**src/rtl/instr_sequencer.sv**
```systemverilog
// instr_sequencer: multi-cycle fetch/decode/execute controller for the 8-bit
// computer. It owns the program counter and instruction register, talks to the
// shared program/data memory over a req/ack handshake, and strobes the
// accumulator load with the ALU operation for LDA/ADD/SUB.
module instr_sequencer #(
  parameter int PC_W    = 5,
  parameter int TIMEOUT = 15
) (
  input  logic            clk,
  input  logic            rst,
  input  logic            run,
  output logic            mem_req,
  output logic            mem_we,
  output logic [PC_W-1:0] mem_addr,
  input  logic [7:0]      mem_rdata,
  input  logic            mem_ack,
  input  logic            zero_flag,
  output logic            acc_we,
  output logic [1:0]      alu_op,
  output logic [7:0]      ir,
  output logic [PC_W-1:0] pc,
  output logic            halted,
  output logic            err
);

  localparam logic [2:0] OP_NOP = 3'd0;
  localparam logic [2:0] OP_LDA = 3'd1;
  localparam logic [2:0] OP_STA = 3'd2;
  localparam logic [2:0] OP_ADD = 3'd3;
  localparam logic [2:0] OP_SUB = 3'd4;
  localparam logic [2:0] OP_JMP = 3'd5;
  localparam logic [2:0] OP_JZ  = 3'd6;
  localparam logic [2:0] OP_HLT = 3'd7;

  localparam logic [1:0] ALU_PASS = 2'b00;
  localparam logic [1:0] ALU_ADD  = 2'b01;
  localparam logic [1:0] ALU_SUB  = 2'b10;

  // The counter holds the number of unacknowledged request cycles already
  // spent; the request cycle that would make it reach TIMEOUT is the last one.
  localparam logic [7:0] TO_LAST = 8'(TIMEOUT - 1);

  typedef enum logic [2:0] {
    S_IDLE    = 3'd0,
    S_FETCH   = 3'd1,
    S_DECODE  = 3'd2,
    S_EXEC_RD = 3'd3,
    S_EXEC_WR = 3'd4,
    S_HALT    = 3'd5
  } state_t;

  state_t          state;
  state_t          state_nx;
  logic [PC_W-1:0] pc_nx;
  logic [7:0]      ir_nx;
  logic            err_nx;
  logic [7:0]      tcnt;
  logic [7:0]      tcnt_nx;

  logic [2:0]      opcode;
  logic [PC_W-1:0] operand;
  logic            to_hit;

  assign opcode  = ir[7:5];
  assign operand = ir[PC_W-1:0];
  assign to_hit  = (tcnt == TO_LAST);

  // ALU operation selected by the instruction that is loading the accumulator.
  function automatic logic [1:0] alu_sel(input logic [2:0] op);
    case (op)
      OP_ADD:  return ALU_ADD;
      OP_SUB:  return ALU_SUB;
      default: return ALU_PASS;
    endcase
  endfunction

  // State, program counter, instruction register, error flag and wait counter.
  always_ff @(posedge clk) begin
    if (rst) begin
      state <= S_IDLE;
      pc    <= '0;
      ir    <= '0;
      err   <= 1'b0;
      tcnt  <= '0;
    end else begin
      state <= state_nx;
      pc    <= pc_nx;
      ir    <= ir_nx;
      err   <= err_nx;
      tcnt  <= tcnt_nx;
    end
  end

  // Next-state sequencing, handshake outputs and datapath strobes.
  always_comb begin
    state_nx = state;
    pc_nx    = pc;
    ir_nx    = ir;
    err_nx   = err;
    tcnt_nx  = '0;
    mem_req  = 1'b0;
    mem_we   = 1'b0;
    mem_addr = '0;
    acc_we   = 1'b0;
    alu_op   = ALU_PASS;
    halted   = 1'b0;

    case (state)
      S_IDLE: begin
        if (run) state_nx = S_FETCH;
      end

      S_FETCH: begin
        mem_req  = 1'b1;
        mem_addr = pc;
        if (mem_ack) begin
          ir_nx    = mem_rdata;
          pc_nx    = pc + PC_W'(1);
          state_nx = S_DECODE;
        end else if (to_hit) begin
          err_nx   = 1'b1;
          state_nx = S_HALT;
        end else begin
          tcnt_nx  = tcnt + 8'd1;
        end
      end

      S_DECODE: begin
        case (opcode)
          OP_NOP: state_nx = S_FETCH;
          OP_LDA: state_nx = S_EXEC_RD;
          OP_STA: state_nx = S_EXEC_WR;
          OP_ADD: state_nx = S_EXEC_RD;
          OP_SUB: state_nx = S_EXEC_RD;
          OP_JMP: begin
            pc_nx    = operand;
            state_nx = S_FETCH;
          end
          OP_JZ: begin
            if (zero_flag) pc_nx = operand;
            state_nx = S_FETCH;
          end
          OP_HLT: state_nx = S_HALT;
        endcase
      end

      S_EXEC_RD: begin
        mem_req  = 1'b1;
        mem_addr = operand;
        if (mem_ack) begin
          // The datapath captures mem_rdata on the same edge as the ack.
          acc_we   = 1'b1;
          alu_op   = alu_sel(opcode);
          state_nx = S_FETCH;
        end else if (to_hit) begin
          err_nx   = 1'b1;
          state_nx = S_HALT;
        end else begin
          tcnt_nx  = tcnt + 8'd1;
        end
      end

      S_EXEC_WR: begin
        mem_req  = 1'b1;
        mem_we   = 1'b1;
        mem_addr = operand;
        if (mem_ack) begin
          state_nx = S_FETCH;
        end else if (to_hit) begin
          err_nx   = 1'b1;
          state_nx = S_HALT;
        end else begin
          tcnt_nx  = tcnt + 8'd1;
        end
      end

      S_HALT: begin
        halted = 1'b1;
        // A memory timeout locks the sequencer here until reset.
        if (run && !err) state_nx = S_FETCH;
      end

      default: state_nx = S_IDLE;
    endcase
  end

endmodule

```
**config.mk**
```make
export PLATFORM = sky130hd
export DESIGN_NAME = instr_sequencer
export DESIGN_NICKNAME = d
export VERILOG_FILES = /design/src/rtl/instr_sequencer.sv
export SDC_FILE = /design/constraint.sdc
export NUM_CORES = 1
export LEC_CHECK = 0
export ABC_AREA = 0
export CAP_MARGIN = 5
export CELL_PAD_IN_SITES_DETAIL_PLACEMENT = 1
export CELL_PAD_IN_SITES_GLOBAL_PLACEMENT = 2
export CORE_ASPECT_RATIO = 1.4
export CORE_MARGIN = 10
export CORE_UTILIZATION = 27
export DETAILED_ROUTE_END_ITERATION = 7
export PLACE_DENSITY_LB_ADDON = 0.1
export SYNTH_ARGS = -nofsm -noshare
export SYNTH_HDL_FRONTEND = slang
export SYNTH_SLANG_ARGS = --single-unit
```
**constraint.sdc**
```tcl
create_clock -name clk -period 2.2 [get_ports clk]
set_input_delay 0.55 -clock clk [delete_from_list [all_inputs] [get_ports clk]]
set_output_delay 0.55 -clock clk [all_outputs]
set_load 0.02 [all_outputs]
```
# ---- Yosys cells after proc, flatten, opt, wreduce, memory -nomap -nowiden
# Index checks and enable logic that the tools add are counted.
dict set report word_totals {
  mem_count 0
  inputBits 13
  output_inout_bits 25
  rom_bits 0
  ff_bits 25
  ramBits 0
  latch_bits 0
}
dict set report op_classes {
  n_shift 0
  div_mod_pow 0
  n_bitwise 2
  mux 20
  add_sub_neg 2
  n_reduce_logical 14
  magnitude_cmp 0
  multipliers 0
  n_eq_ne 18
}
# op count
set op_table {}
lappend op_table {{$pmux W5 S2} 3}
lappend op_table {{$eq A3 B3 Y1 const B} 6}
lappend op_table {{$mux W3} 5}
lappend op_table {{$pmux W3 S5} 1}
lappend op_table {{$eq A3 B2 Y1 const B} 4}
lappend op_table {{$pmux W3 S4} 1}
lappend op_table {{$mux W5} 2}
lappend op_table {{$reduce_or A3 Y1} 3}
lappend op_table {{$add A8 B1 Y8 const B} 1}
lappend op_table {{$eq A8 B4 Y1 const B} 1}
lappend op_table {{$eq A3 B1 Y1 const B} 2}
lappend op_table {{$logic_not A3 Y1} 2}
lappend op_table {{$ne A2 B2 Y1 const B} 3}
lappend op_table {{$add A5 B1 Y5 const B} 1}
lappend op_table {{$mux W1} 5}
lappend op_table {{$mux W2} 2}
lappend op_table {{$pmux W2 S2} 1}
lappend op_table {{$reduce_and A2 Y1} 2}
lappend op_table {{$reduce_and A4 Y1} 1}
lappend op_table {{$reduce_or A4 Y1} 1}
lappend op_table {{$ne A3 B2 Y1 const B} 1}
lappend op_table {{$ne A3 B3 Y1 const B} 1}
lappend op_table {{$reduce_and A3 Y1} 1}
lappend op_table {{$not A1 Y1} 2}
lappend op_table {{other kinds (4)} 4}

# ---- Longest topological paths before layout
dict set report depth {
  ltp_word 4
  mapped_depth 7
  depth_no_buf 5
}

# ---- Worst setup path before layout
# Ideal clock, no wire load.
dict set report synth_timing {
  path_type {register to output}
  from {register state[2]}
  to {output port mem_addr[0]}
  stages_incl_launch_ff 6
  t_required_ns 1.650
  arrival_time_ns 1.489
  n_path_buf 1
  slack_ns 0.161
  path_cell_list {dfxtp_1 -> buf_6 -> or3b_4 -> inv_1 -> a21oi_1 -> o32ai_1}
}
dict set report synth_via {
  elab_chain_cells 3
}
# item line_no
set synth_lines {}
lappend synth_lines {{start: declaration} 52} ;# state_t state;
lappend synth_lines {{start signal: assignment} 86} ;# state <= state_nx;
lappend synth_lines {{$eq A3 B3 Y1 / $eq A3 B2 Y1 (equally long branches)} 108} ;# case (state)
lappend synth_lines {{$reduce_or A2 Y1 (no line)} -}
lappend synth_lines {{$pmux W5 S2 *} 108}
lappend synth_lines {{end: declaration} 14} ;# output logic [PC_W-1:0] mem_addr,
# Mark *: on every way between the ends. The rest lies on a longest branch, timed or not.

# ---- Worst setup path in the final report
dict set report layout_timing {
  from {input port mem_ack}
  to {output port acc_we}
}
dict set report layout_via {
  elab_chain_cells 2
}
# item line_no
set layout_lines {}
lappend layout_lines {{start: declaration} 16} ;# input logic mem_ack,
lappend layout_lines {{$mux W1} 150} ;# if (mem_ack) begin
lappend layout_lines {{$mux W1} 108}
lappend layout_lines {{end: declaration} 18} ;# output logic acc_we,
# No other way between the ends.

==> out/qor.yml <==
timing:
  slew_headroom_pct: 68.2
  drv_slew: 0
  setup-tns-final_ns: 0
  rsz0062_at_grt: "no"
  worstMarginPinSlew_ns: 0.477
  finalCritPeriodShare_pct: 98.4
  hold_slack_ns: 0.502
  finalHoldViolCount: 0
  fin_ws_ns: 0.0359
  final-setup-viol-count: 0
  final.min_clock_period_ns: 2.16
  clock_skew_ns: 0.00355
  fmaxAchievable_mhz: 462
power:
  p_clk_share_pct: 30.0
  switchingPower_uw: 271
  internal-power_uw: 683
  report.power.total_uw: 954
  p_comb_share_pct: 20.2
  ir_drop_v: 0.000238
  power_density_nw_per_um2: 472
  p_leak_nw: 0.751
  p_seq_share_pct: 49.8
  switching_share_pct: 28.4
floorplan:
  core_um2: 5160
  die_area_um2: 8620
  rows: 31
  fp.dieW_um: 81.4
  ioPinCount: 38
  initial_core_util_pct: 27.6
  die_height_um: 106
global_routing:
  grt_usage_pct: 11.4
  overflow: 0
  grt_pass1_vias: 1615
  grt_start_max_net_pins: 19
  grt_antenna_before_repair: 0
  grt_pass1_wl_um: 7870
critical_path:
  crit_path_start_kind: "input port"
  critPathMaxStageDelay_ns: 0.52
  critPathBufInv: 3
  crit_arrival_ns: 1.61
  end_kind: "output port"
  crit_type: "input port to output port"
  timing.critical_path.slowest_stage_cell: "clkdlybuf4s50_1"
  r2r-start: "state[2]$_SDFFE_PP0P_"
  reg2regPathDepth: 6
  crit_chain: "clkdlybuf4s50_1, and3_4, buf_4, clkdlybuf4s15_2"
  reg2reg_slack_ns: 0.32
  critPathMaxFanout: 3
  reg2reg_to: "tcnt[3]$_SDFF_PP0_"
  crit_required_ns: 1.65
  critical_path.top_delay_family: "buffers and inverters"
placed_design:
  port_buffers: 37
  placement.cell_area_um2: 1990
  place_ws_ns: -0.420
  hpwl_um: 3870
  dp.cells: 288
  place.gp.congestion: 0.756
detailed_routing:
  vias_per_cell: 4.96
  detail-route-antenna-nets: 0
  drtIter0Drc: 24
  route.detailed.drc: 0
  via_count: 1448
  first_pass_iters: 4
  routed_wirelength_um: 4810
  routedWlPerCell_um: 16.5
worst_hold_path:
  hp-start: "err$_SDFFE_PP0P_"
  hold_depth: 2
  min_to: "err$_SDFFE_PP0P_"
  hold_path.class: "register to register"
logic_synthesis:
  yosys_warnings: 0
  synth_area_um2: 1420
  ys_top_cells_by_count: "nand2_1, dfxtp_1, a21oi_1"
  synth.area.top_cells: "dfxtp_1, a21oi_1, nand2_1, mux2i_1, nor2_2"
  syn_area_per_cell_um2: 8.28
  netlist.area_leader.share_pct: 35.1
  yosysSeqAreaShare_pct: 35.1
  synth_edf_count: 0
  synth_most_common_cell: "nand2_1"
  synth_top_area_cell: "dfxtp_1"
  synth_cells: 172
  ys_ff_latch: 25
  ys_types: 47
  ys.flop_type: "dfxtp_1"
  syn_nets: 188
  synthArstFlopShare_pct: 0
final_layout:
  nNetsFinal: 243
  fin_cells: 292
  area_delta_synth_final_pct: 41.9
  drive_above_1_share_pct: 25.2
  fin_area_um2: 2020
  fin_util_pct: 39.2
  num_antenna_cells: 0
status:
  status: "complete, no violations"
run:
  maxCapViolCount: 0
clock_network:
  cts_tree: "built"
  cts.sinks: 25
  cts_made_buffers: 3
  clk_pin_slew_ns: 0.10
  clock_latency_ns: 0.27
  cts-htree-levels: 1
  cts_root_buf: "clkbuf_8"
  clock_path_buffers: 2
[worst reg2reg max path, stage by stage, from the launching register on]
cell      delay [ns]
dfxtp_2         0.33
buf_4           0.16
nand2b_2        0.24
buf_4           0.17
a21oi_2         0.16
or3b_1          0.58
nor2_2          0.18
[power groups by stage]
stage               sequential, mW  combinational [mW]  clock, mW
floorplan                    0.496              0.0869          0
global placement             0.486               0.189          0
detailed placement           0.487               0.193          0
CTS                          0.476               0.193      0.300
global route                 0.478               0.210      0.318
finish                       0.476               0.192      0.286
[area by class of cell]
cell class	count	area (um2)
fill	623	3140
clock buffer	3	41.3
tap	66	82.6
clock inverter	1	5.00
multi-input combinational	128	837
timing repair buffer	61	519
inverter	8	33.8
sequential	25	502
[worst max path at each step]
stage | from | endpoint | slack [ns] | cells after the start
detailed placement | mem_ack | alu_op[1] | -0.42 | 4
global route | mem_ack | acc_we | 0.003 | 4
floorplan | state[2]$_SDFFE_PP0P_ | mem_addr[0] | 0.16 | 5
CTS | state[2]$_SDFFE_PP0P_ | mem_addr[4] | 0.004 | 5
global placement | mem_ack | alu_op[1] | -0.40 | 4
finish | mem_ack | acc_we | 0.04 | 4
[flip-flops by register name, indices dropped and copies added, names as in the netlist]
| name | count |
|---|---|
| err | 1 |
| ir | 8 |
| pc | 5 |
| state | 3 |
| tcnt | 8 |
[timing repair]
item,in CTS,in global routing
setup endpoints to repair,11,9
cloned,0,0
gates resized for setup,33,13
hold buffers,0,0
buffers inserted,0,0
pin swaps,0,1
[layout by cell type, fill, tap and decap left out, drive strengths merged, types with 2 or more instances in the layout]
cell           instances
o32ai                  2
a21oi                 21
xnor2                  2
dlygate4sd2            2
ha                     3
clkdlybuf4s50         26
nor2b                  3
o311ai                 3
xor2                   5
clkdlybuf4s15          2
o31ai                  3
a31oi                  4
or3b                   2
nand2                 26
mux2i                  5
o21ai                  6
nor3b                  2
nor2                  12
nor3                   3
clkbuf                 5
nand3                  3
and3                   4
inv                    7
nand4                  3
dfxtp                 25
buf                   29
[cells by family after synthesis]
| kind of cell | after synthesis | synth area share [%] |
|---|---|---|
| compound gates | 46 | 20.5 |
| xor+xnor | 7 | 4.31 |
| flops | 25 | 35.1 |
| simple gates | 67 | 27.0 |
| buf+inv | 19 | 6.94 |
| fa+ha+maj | 3 | 2.64 |
| mux | 5 | 3.52 |
[routing by layer]
metal,track usage [%],part of all wire (%)
met1,10.6,36
met2,23.3,59
met3,2.11,3.9
met4,3.35,1.0
met5,0,0
No activity file was read; power rests on OpenSTA's default activity.
